## src/rtl/uc_pkg.sv

```systemverilog
// Shared types and constants for the multicycle control unit (uc_multiciclo).
// Optional instruction counter is enabled by defining UC_CONTADOR_EN.
package uc_pkg;

  localparam int unsigned OPC_W    = 6;
  localparam int unsigned OP_W     = 3;
  localparam int unsigned CLS_W    = 2;
  localparam int unsigned SUB_W    = 4;
  localparam int unsigned NINSTR_W = 16;

  typedef enum logic [1:0] {
    FETCH  = 2'd0,
    DECODE = 2'd1,
    EXEC   = 2'd2,
    HALT   = 2'd3
  } state_t;

  // Instruction classes held in opcode[5:4]
  localparam logic [CLS_W-1:0] CLS_ALU   = 2'b00;
  localparam logic [CLS_W-1:0] CLS_LI    = 2'b01;
  localparam logic [CLS_W-1:0] CLS_SALTO = 2'b10;
  localparam logic [CLS_W-1:0] CLS_ESP   = 2'b11;

  // Jump subcodes held in opcode[3:0] of the SALTO class
  localparam logic [SUB_W-1:0] SUB_J   = 4'b0000;
  localparam logic [SUB_W-1:0] SUB_JZ  = 4'b0001;
  localparam logic [SUB_W-1:0] SUB_JNZ = 4'b0010;
  localparam logic [SUB_W-1:0] SUB_JR  = 4'b0011;

  localparam logic [OPC_W-1:0] OPC_HALT    = 6'b111111;
  localparam logic [OP_W-1:0]  ALU_OP_PASS = 3'b000;

  typedef struct packed {
    logic            ir_we;
    logic            pc_we;
    logic            s_inc;
    logic            s_inc2;
    logic            s_inm;
    logic            we3;
    logic [OP_W-1:0] op;
    logic            fin;
  } ctrl_t;

  function automatic logic [CLS_W-1:0] opc_class(input logic [OPC_W-1:0] opc);
    return opc[OPC_W-1:OPC_W-CLS_W];
  endfunction

endpackage

```

## src/rtl/uc_multiciclo_if.sv

```systemverilog
// Control-unit <-> datapath bundle; master is the control unit side.
// ninstr exists only when UC_CONTADOR_EN is defined.
interface uc_multiciclo_if;
  import uc_pkg::*;

  logic [OPC_W-1:0]    opcode;
  logic                z;
  logic                ir_we;
  logic                pc_we;
  logic                s_inc;
  logic                s_inc2;
  logic                s_inm;
  logic                we3;
  logic [OP_W-1:0]     op;
  logic                fin;
`ifdef UC_CONTADOR_EN
  logic [NINSTR_W-1:0] ninstr;
`endif

  modport master (
    input  opcode, z,
    output ir_we, pc_we, s_inc, s_inc2, s_inm, we3, op, fin
`ifdef UC_CONTADOR_EN
    , output ninstr
`endif
  );

  modport slave (
    output opcode, z,
    input  ir_we, pc_we, s_inc, s_inc2, s_inm, we3, op, fin
`ifdef UC_CONTADOR_EN
    , input ninstr
`endif
  );

endinterface

```

## src/rtl/uc_decod.sv

```systemverilog
// EXEC-cycle control decode from the latched opcode and the datapath zero flag.
module uc_decod
  import uc_pkg::*;
(
  input  logic [OPC_W-1:0] opc_q,
  input  logic             z,
  output ctrl_t            ctrl_c
);

  logic [SUB_W-1:0] sub;
  assign sub = opc_q[SUB_W-1:0];

  always_comb begin
    ctrl_c       = '0;
    ctrl_c.pc_we = 1'b1;
    ctrl_c.s_inc = 1'b1;
    case (opc_class(opc_q))
      CLS_ALU: begin
        ctrl_c.op  = opc_q[OP_W:1];
        ctrl_c.we3 = 1'b1;
      end
      CLS_LI: begin
        ctrl_c.op    = ALU_OP_PASS;
        ctrl_c.s_inm = 1'b1;
        ctrl_c.we3   = 1'b1;
      end
      CLS_SALTO: begin
        case (sub)
          SUB_J:   ctrl_c.s_inc  = 1'b0;
          SUB_JZ:  ctrl_c.s_inc  = ~z;
          SUB_JNZ: ctrl_c.s_inc  = z;
          SUB_JR:  ctrl_c.s_inc2 = 1'b1;
          default: ctrl_c.s_inc  = 1'b1;
        endcase
      end
      default: begin
        // Halt opcode leaves PC and register file untouched
        if (opc_q == OPC_HALT) begin
          ctrl_c.pc_we = 1'b0;
          ctrl_c.s_inc = 1'b0;
        end
      end
    endcase
  end

endmodule

```

## src/rtl/uc_multiciclo.sv

```systemverilog
// Multicycle control unit: FETCH -> DECODE -> EXEC per instruction, HALT on opcode 111111.
// Define UC_CONTADOR_EN to add the 16-bit executed-cycle counter ninstr.
module uc_multiciclo
  import uc_pkg::*;
(
  input  logic            clk,
  input  logic            reset,
  uc_multiciclo_if.master bus
);

  state_t           state_q, state_d;
  logic [OPC_W-1:0] opc_q;
  ctrl_t            exec_c;
  ctrl_t            ctrl_c;

  uc_decod u_decod (
    .opc_q  (opc_q),
    .z      (bus.z),
    .ctrl_c (exec_c)
  );

  // State and latched opcode; opcode is only captured in DECODE
  always_ff @(posedge clk or negedge reset) begin
    if (!reset) begin
      state_q <= FETCH;
      opc_q   <= '0;
    end else begin
      state_q <= state_d;
      if (state_q == DECODE) opc_q <= bus.opcode;
    end
  end

  always_comb begin
    state_d = state_q;
    case (state_q)
      FETCH:   state_d = DECODE;
      DECODE:  state_d = EXEC;
      EXEC:    state_d = (opc_q == OPC_HALT) ? HALT : FETCH;
      HALT:    state_d = HALT;
      default: state_d = FETCH;
    endcase
  end

  // Output decode; EXEC is Mealy on z through the decoder
  always_comb begin
    ctrl_c = '0;
    case (state_q)
      FETCH: begin
        ctrl_c.ir_we = 1'b1;
        ctrl_c.s_inc = 1'b1;
      end
      DECODE:  ctrl_c.s_inc = 1'b1;
      EXEC:    ctrl_c       = exec_c;
      HALT:    ctrl_c.fin   = 1'b1;
      default: ctrl_c       = '0;
    endcase
  end

  assign bus.ir_we  = ctrl_c.ir_we;
  assign bus.pc_we  = ctrl_c.pc_we;
  assign bus.s_inc  = ctrl_c.s_inc;
  assign bus.s_inc2 = ctrl_c.s_inc2;
  assign bus.s_inm  = ctrl_c.s_inm;
  assign bus.we3    = ctrl_c.we3;
  assign bus.op     = ctrl_c.op;
  assign bus.fin    = ctrl_c.fin;

`ifdef UC_CONTADOR_EN
  logic [NINSTR_W-1:0] ninstr_q;

  // Counts every EXEC-or-HALT cycle, wrapping naturally
  always_ff @(posedge clk or negedge reset) begin
    if (!reset) begin
      ninstr_q <= '0;
    end else if (state_q == EXEC || state_q == HALT) begin
      ninstr_q <= ninstr_q + NINSTR_W'(1);
    end
  end

  assign bus.ninstr = ninstr_q;
`endif

endmodule
```

## src/flat_wrapper.sv

```systemverilog
// flat-port wrapper written by rule: the top's interface ports become plain ports
module uc_multiciclo_flat import uc_pkg::*;
  (clk, reset, bus_opcode, bus_z, bus_ir_we, bus_pc_we, bus_s_inc, bus_s_inc2, bus_s_inm, bus_we3, bus_op, bus_fin);
  uc_multiciclo_if bus_i ();
  input  logic clk;
  input  logic reset;
  input wire logic [$bits(bus_i.opcode)-1:0] bus_opcode;
  input wire logic [$bits(bus_i.z)-1:0] bus_z;
  output wire logic [$bits(bus_i.ir_we)-1:0] bus_ir_we;
  output wire logic [$bits(bus_i.pc_we)-1:0] bus_pc_we;
  output wire logic [$bits(bus_i.s_inc)-1:0] bus_s_inc;
  output wire logic [$bits(bus_i.s_inc2)-1:0] bus_s_inc2;
  output wire logic [$bits(bus_i.s_inm)-1:0] bus_s_inm;
  output wire logic [$bits(bus_i.we3)-1:0] bus_we3;
  output wire logic [$bits(bus_i.op)-1:0] bus_op;
  output wire logic [$bits(bus_i.fin)-1:0] bus_fin;
  assign bus_i.opcode = bus_opcode;
  assign bus_i.z = bus_z;
  assign bus_ir_we = bus_i.ir_we;
  assign bus_pc_we = bus_i.pc_we;
  assign bus_s_inc = bus_i.s_inc;
  assign bus_s_inc2 = bus_i.s_inc2;
  assign bus_s_inm = bus_i.s_inm;
  assign bus_we3 = bus_i.we3;
  assign bus_op = bus_i.op;
  assign bus_fin = bus_i.fin;
  uc_multiciclo u_core (.clk(clk), .reset(reset), .bus(bus_i));
endmodule
```

## config.mk

```make
export PLATFORM = sky130hd
export DESIGN_NAME = uc_multiciclo_flat
export DESIGN_NICKNAME = d
export VERILOG_FILES = /design/src/rtl/uc_pkg.sv /design/src/rtl/uc_multiciclo_if.sv /design/src/rtl/uc_decod.sv /design/src/rtl/uc_multiciclo.sv /design/src/flat_wrapper.sv
export SDC_FILE = /design/constraint.sdc
export NUM_CORES = 1
export LEC_CHECK = 0
export ABC_CLOCK_PERIOD_IN_PS = 4500
export CAP_MARGIN = 25
export CORE_AREA = 5 5 42 44
export CTS_CLUSTER_SIZE = 14
export DETAILED_ROUTE_END_ITERATION = 10
export DIE_AREA = 0 0 47 49
export MAX_ROUTING_LAYER = met4
export SETUP_SLACK_MARGIN = 0.02
export SLEW_MARGIN = 15
export SYNTH_ARGS = -nofsm -noshare
export SYNTH_HDL_FRONTEND = slang
export SYNTH_SLANG_ARGS = --single-unit
export TNS_END_PERCENT = 50
```

## constraint.sdc

```tcl
create_clock -name clk -period 4.5 [get_ports clk]
set_input_delay 1.35 -clock clk [delete_from_list [all_inputs] [get_ports clk]]
set_output_delay 1.35 -clock clk [all_outputs]
set_load 0.02 [all_outputs]
```

==> flow_summary.json, run 1 <==
{
  "status": "finished clean",
  "finalHoldViolCount": 0,
  "endpoint_kind": "primary output",
  "wl_um": 807,
  "start_util": 0.2920,
  "place.gp.congestion": 0.6662,
  "slew_headroom": 0.6290,
  "clk_latency_ns": 0.25,
  "cts_sinks": 8,
  "synth_top_area_share": 0.4893,
  "crit_start": "bus_z",
  "start_kind": "input pin",
  "place_hpwl_um": 690.3,
  "crit_slowest_cell": "clkdlybuf4s50_1",
  "drt_first_pass_iters": 2,
  "max_stage_delay_ns": 0.64,
  "maxCapViolCount": 0,
  "drive_above_1_share": 0.2143,
  "clock_skew_ns": 0.0002834,
  "worstPathRequired_ns": 3.15,
  "slew_violations": 0,
  "r2r_end": "u_core.opc_q[5]",
  "synth_area_leader_cell": "dfrtp_1",
  "postRouteAntennaNets": 0,
  "setup.worst_path.class": "in -> out",
  "grt_max_degree": 9,
  "die-area_um2": 2303,
  "tns_ns": 0,
  "core_um2": 1401,
  "crit_fanout": 2,
  "whs_ns": 0.5409,
  "rows": 14,
  "grt_pass1_vias": 312,
  "seq_area_frac_synth": 0.4893,
  "rrSetupSlack_ns": 3.08,
  "vias": 340,
  "crit_end": "bus_s_inc",
  "post-route-period-util": 0.9298,
  "syn_inst": 36,
  "synthTopCellsByCount": "dfrtp_1 (8), mux2_2 (6), and2_1 (5)",
  "cts_max_level": 1,
  "peakVddDrop_uv": 263.2,
  "synth.area.top_cells": "dfrtp_1 (49%), mux2_2 (17%), and2_1 (7.6%)",
  "synth_seq_cells": 8,
  "cts_root_buffer": "clkbuf_4",
  "holdCritPathClass": "reg -> reg",
  "cellPowerDensity_nw_per_um2": 666.6,
  "finalSetupViolations": 0,
  "cts_tree": "done",
  "synth_ff_type": "dfrtp_1",
  "syn2layout_area_growth_pct": 53.21,
  "drt-wirelength-per-cell_um": 11.21,
  "cts_hold_buf": 0,
  "post_cts_buffers": 0,
  "cts-buffers-inserted": 3,
  "grt_pass1_wl_um": 1345,
  "io_buffers": 18,
  "clock_path_buffers": 2,
  "drcViolationCount": 0,
  "ctsResizeCount": 0,
  "ios": 19,
  "leakage_nw": 0.2463,
  "cts.clk_slew.worst_paths_ns": 0.05,
  "yosysMostFrequentCell": "dfrtp_1",
  "rr_startpoint": "u_core.state_q[0]",
  "die_w_um": 47,
  "period_minus_slack_ns": 4.184,
  "crit_path_cell_trace": "clkdlybuf4s50_1 > nor2b_1 > a211oi_2 > o31ai_1 > clkdlybuf4s50_1",
  "synth_nets": 45,
  "antenna_found_initial": 0,
  "worst_pin_slew_ns": 0.5554,
  "grt.total_usage": 0.08400,
  "gr-total-overflow": 0,
  "viasPerCell": 4.722,
  "synth_edf_count": 0,
  "rsz0062_at_grt": "false",
  "critPathArrivalTime_ns": 2.83,
  "synth_cell_types": 15,
  "diodes": 0,
  "syn_area_um2": 409.1,
  "die_h_um": 49,
  "yosysWarnings": 0,
  "nets": 67,
  "r2r_cells": 2,
  "ys_async_sr_fraction": 1.000,
  "clock.fmax_ghz": 0.2390,
  "syn_area_per_cell_um2": 11.37,
  "crit_top_cell": "clkdlybuf4s50_1",
  "first_iter_violations": 2
}
## cell usage in the layout (no fill, tap or decap), types with 2 or more instances in the layout
cell type,count
and2_1,5
clkdlybuf4s50_1,18
mux2_2,6
nor2_1,4
nor2b_1,2
clkbuf_4,3
dfrtp_1,8
nor3_1,2
## per-stage QoR
step	total power, mW	setup slack (ns)	std cells	instance area (um^2)	utilization
2_1_floorplan	0.2834	1.090	36	409.1	-
3_3_place_gp	0.3677	0.3246	69	604.3	0.4313
3_5_place_dp	0.3716	0.3148	69	604.3	0.4313
4_1_cts	0.4269	0.3021	72	626.9	0.4473
5_1_grt	0.4529	0.2606	72	626.9	0.4473
6_report	0.4178	0.3158	72	626.9	0.4473
## worst min-delay path by stage
stage / from / end / slack [ns] / cells past startpoint
6_report: u_core.opc_q[0] / u_core.opc_q[0] / 0.54 / 1
5_1_grt: u_core.opc_q[0] / u_core.opc_q[0] / 0.57 / 1
4_1_cts: u_core.opc_q[0] / u_core.opc_q[0] / 0.55 / 1
3_5_place_dp: u_core.state_q[0] / u_core.state_q[1] / 0.54 / 1
3_3_place_gp: u_core.state_q[0] / u_core.state_q[1] / 0.53 / 1
2_1_floorplan: u_core.state_q[0] / u_core.state_q[1] / 0.49 / 1
## cell type report
type	count	area, um^2
clock buffers	3	22.52
fillers	153	774.5
multi-input cells	27	203.9
flip-flops and latches	8	200.2
well taps	16	20.02
repair buffers	18	180.2
## routing by layer
| metal | vias up | track usage | part of all wire |
|---|---|---|---|
| met5 | - | - | 0 |
| met4 | 0 | 0.05530 | 0.019 |
| met3 | 2 | 0.02952 | 0.10 |
| met2 | 13 | 0.1267 | 0.50 |
| met1 | 159 | 0.08884 | 0.38 |
| li1 | 166 | - | - |
## where the power goes
group	switching (mW)	internal, mW	leakage [nW]
Sequential	0.0410	0.110	0.0924
Combinational	0.0930	0.122	0.140
Clock	0.0217	0.0303	0.0138
Total	0.156	0.262	0.246
## flip-flops by register name (all words and copies together) (netlist names)
name and cells:
u_core.opc_q 6, u_core.state_q 2
## kinds of logic (layout without fill, tap and decap cells)
family / Yosys count / after routing / synth area share
AO/OA/AOI/OAI: 4 / 4 / 0.09175
buffers and inverters: 1 / 21 / 0.01222
flip-flops: 8 / 8 / 0.4893
multiplexers: 6 / 6 / 0.1651
AND/OR/NAND/NOR: 17 / 17 / 0.2416
## critical path, delay by kind of cell
kind	cells	cell delay [ns]
buffers and inverters	2	1.08
AO/OA/AOI/OAI	2	0.25
AND/OR/NAND/NOR	1	0.15
Note: power is estimated with default switching activity, not from simulation.
==> run 2: changes to the inputs <==
--- a/config.mk
+++ b/config.mk
@@ -5,9 +5,9 @@
 export SDC_FILE = /design/constraint.sdc
 export NUM_CORES = 1
 export LEC_CHECK = 0
-export ABC_CLOCK_PERIOD_IN_PS = 4500
 export CAP_MARGIN = 25
 export CORE_AREA = 5 5 42 44
+export CTS_CLUSTER_DIAMETER = 120
 export CTS_CLUSTER_SIZE = 14
 export DETAILED_ROUTE_END_ITERATION = 10
 export DIE_AREA = 0 0 47 49
==> results of run 2 <==
Final layout, timing and power as in run 1 (identical DEF).
==> run 3: changes to the inputs <==
--- a/config.mk
+++ b/config.mk
@@ -8,7 +8,7 @@
 export CAP_MARGIN = 25
 export CORE_AREA = 5 5 42 44
 export CTS_CLUSTER_DIAMETER = 120
-export CTS_CLUSTER_SIZE = 14
+export CTS_CLUSTER_SIZE = 30
 export DETAILED_ROUTE_END_ITERATION = 10
 export DIE_AREA = 0 0 47 49
 export MAX_ROUTING_LAYER = met4
==> constraint.sdc (replaced) <==
create_clock -name clk -period 4.3 [get_ports clk]
set_input_delay 1.29 -clock clk [delete_from_list [all_inputs] [get_ports clk]]
set_output_delay 1.29 -clock clk [all_outputs]
set_load 0.02 [all_outputs]
==> results of run 3 <==
The final DEF is identical to that of run 1. Status: finished clean.
Among the figures that moved: setup slack after placement 0.3148 ns -> 0.2348 ns; setup slack after layout 0.3158 ns -> 0.2358 ns; register-to-register setup slack 3.08 ns -> 2.88 ns; total power 0.4178 mW -> 0.4373 mW; worst IR drop on VDD 263.2 uV -> 275.4 uV
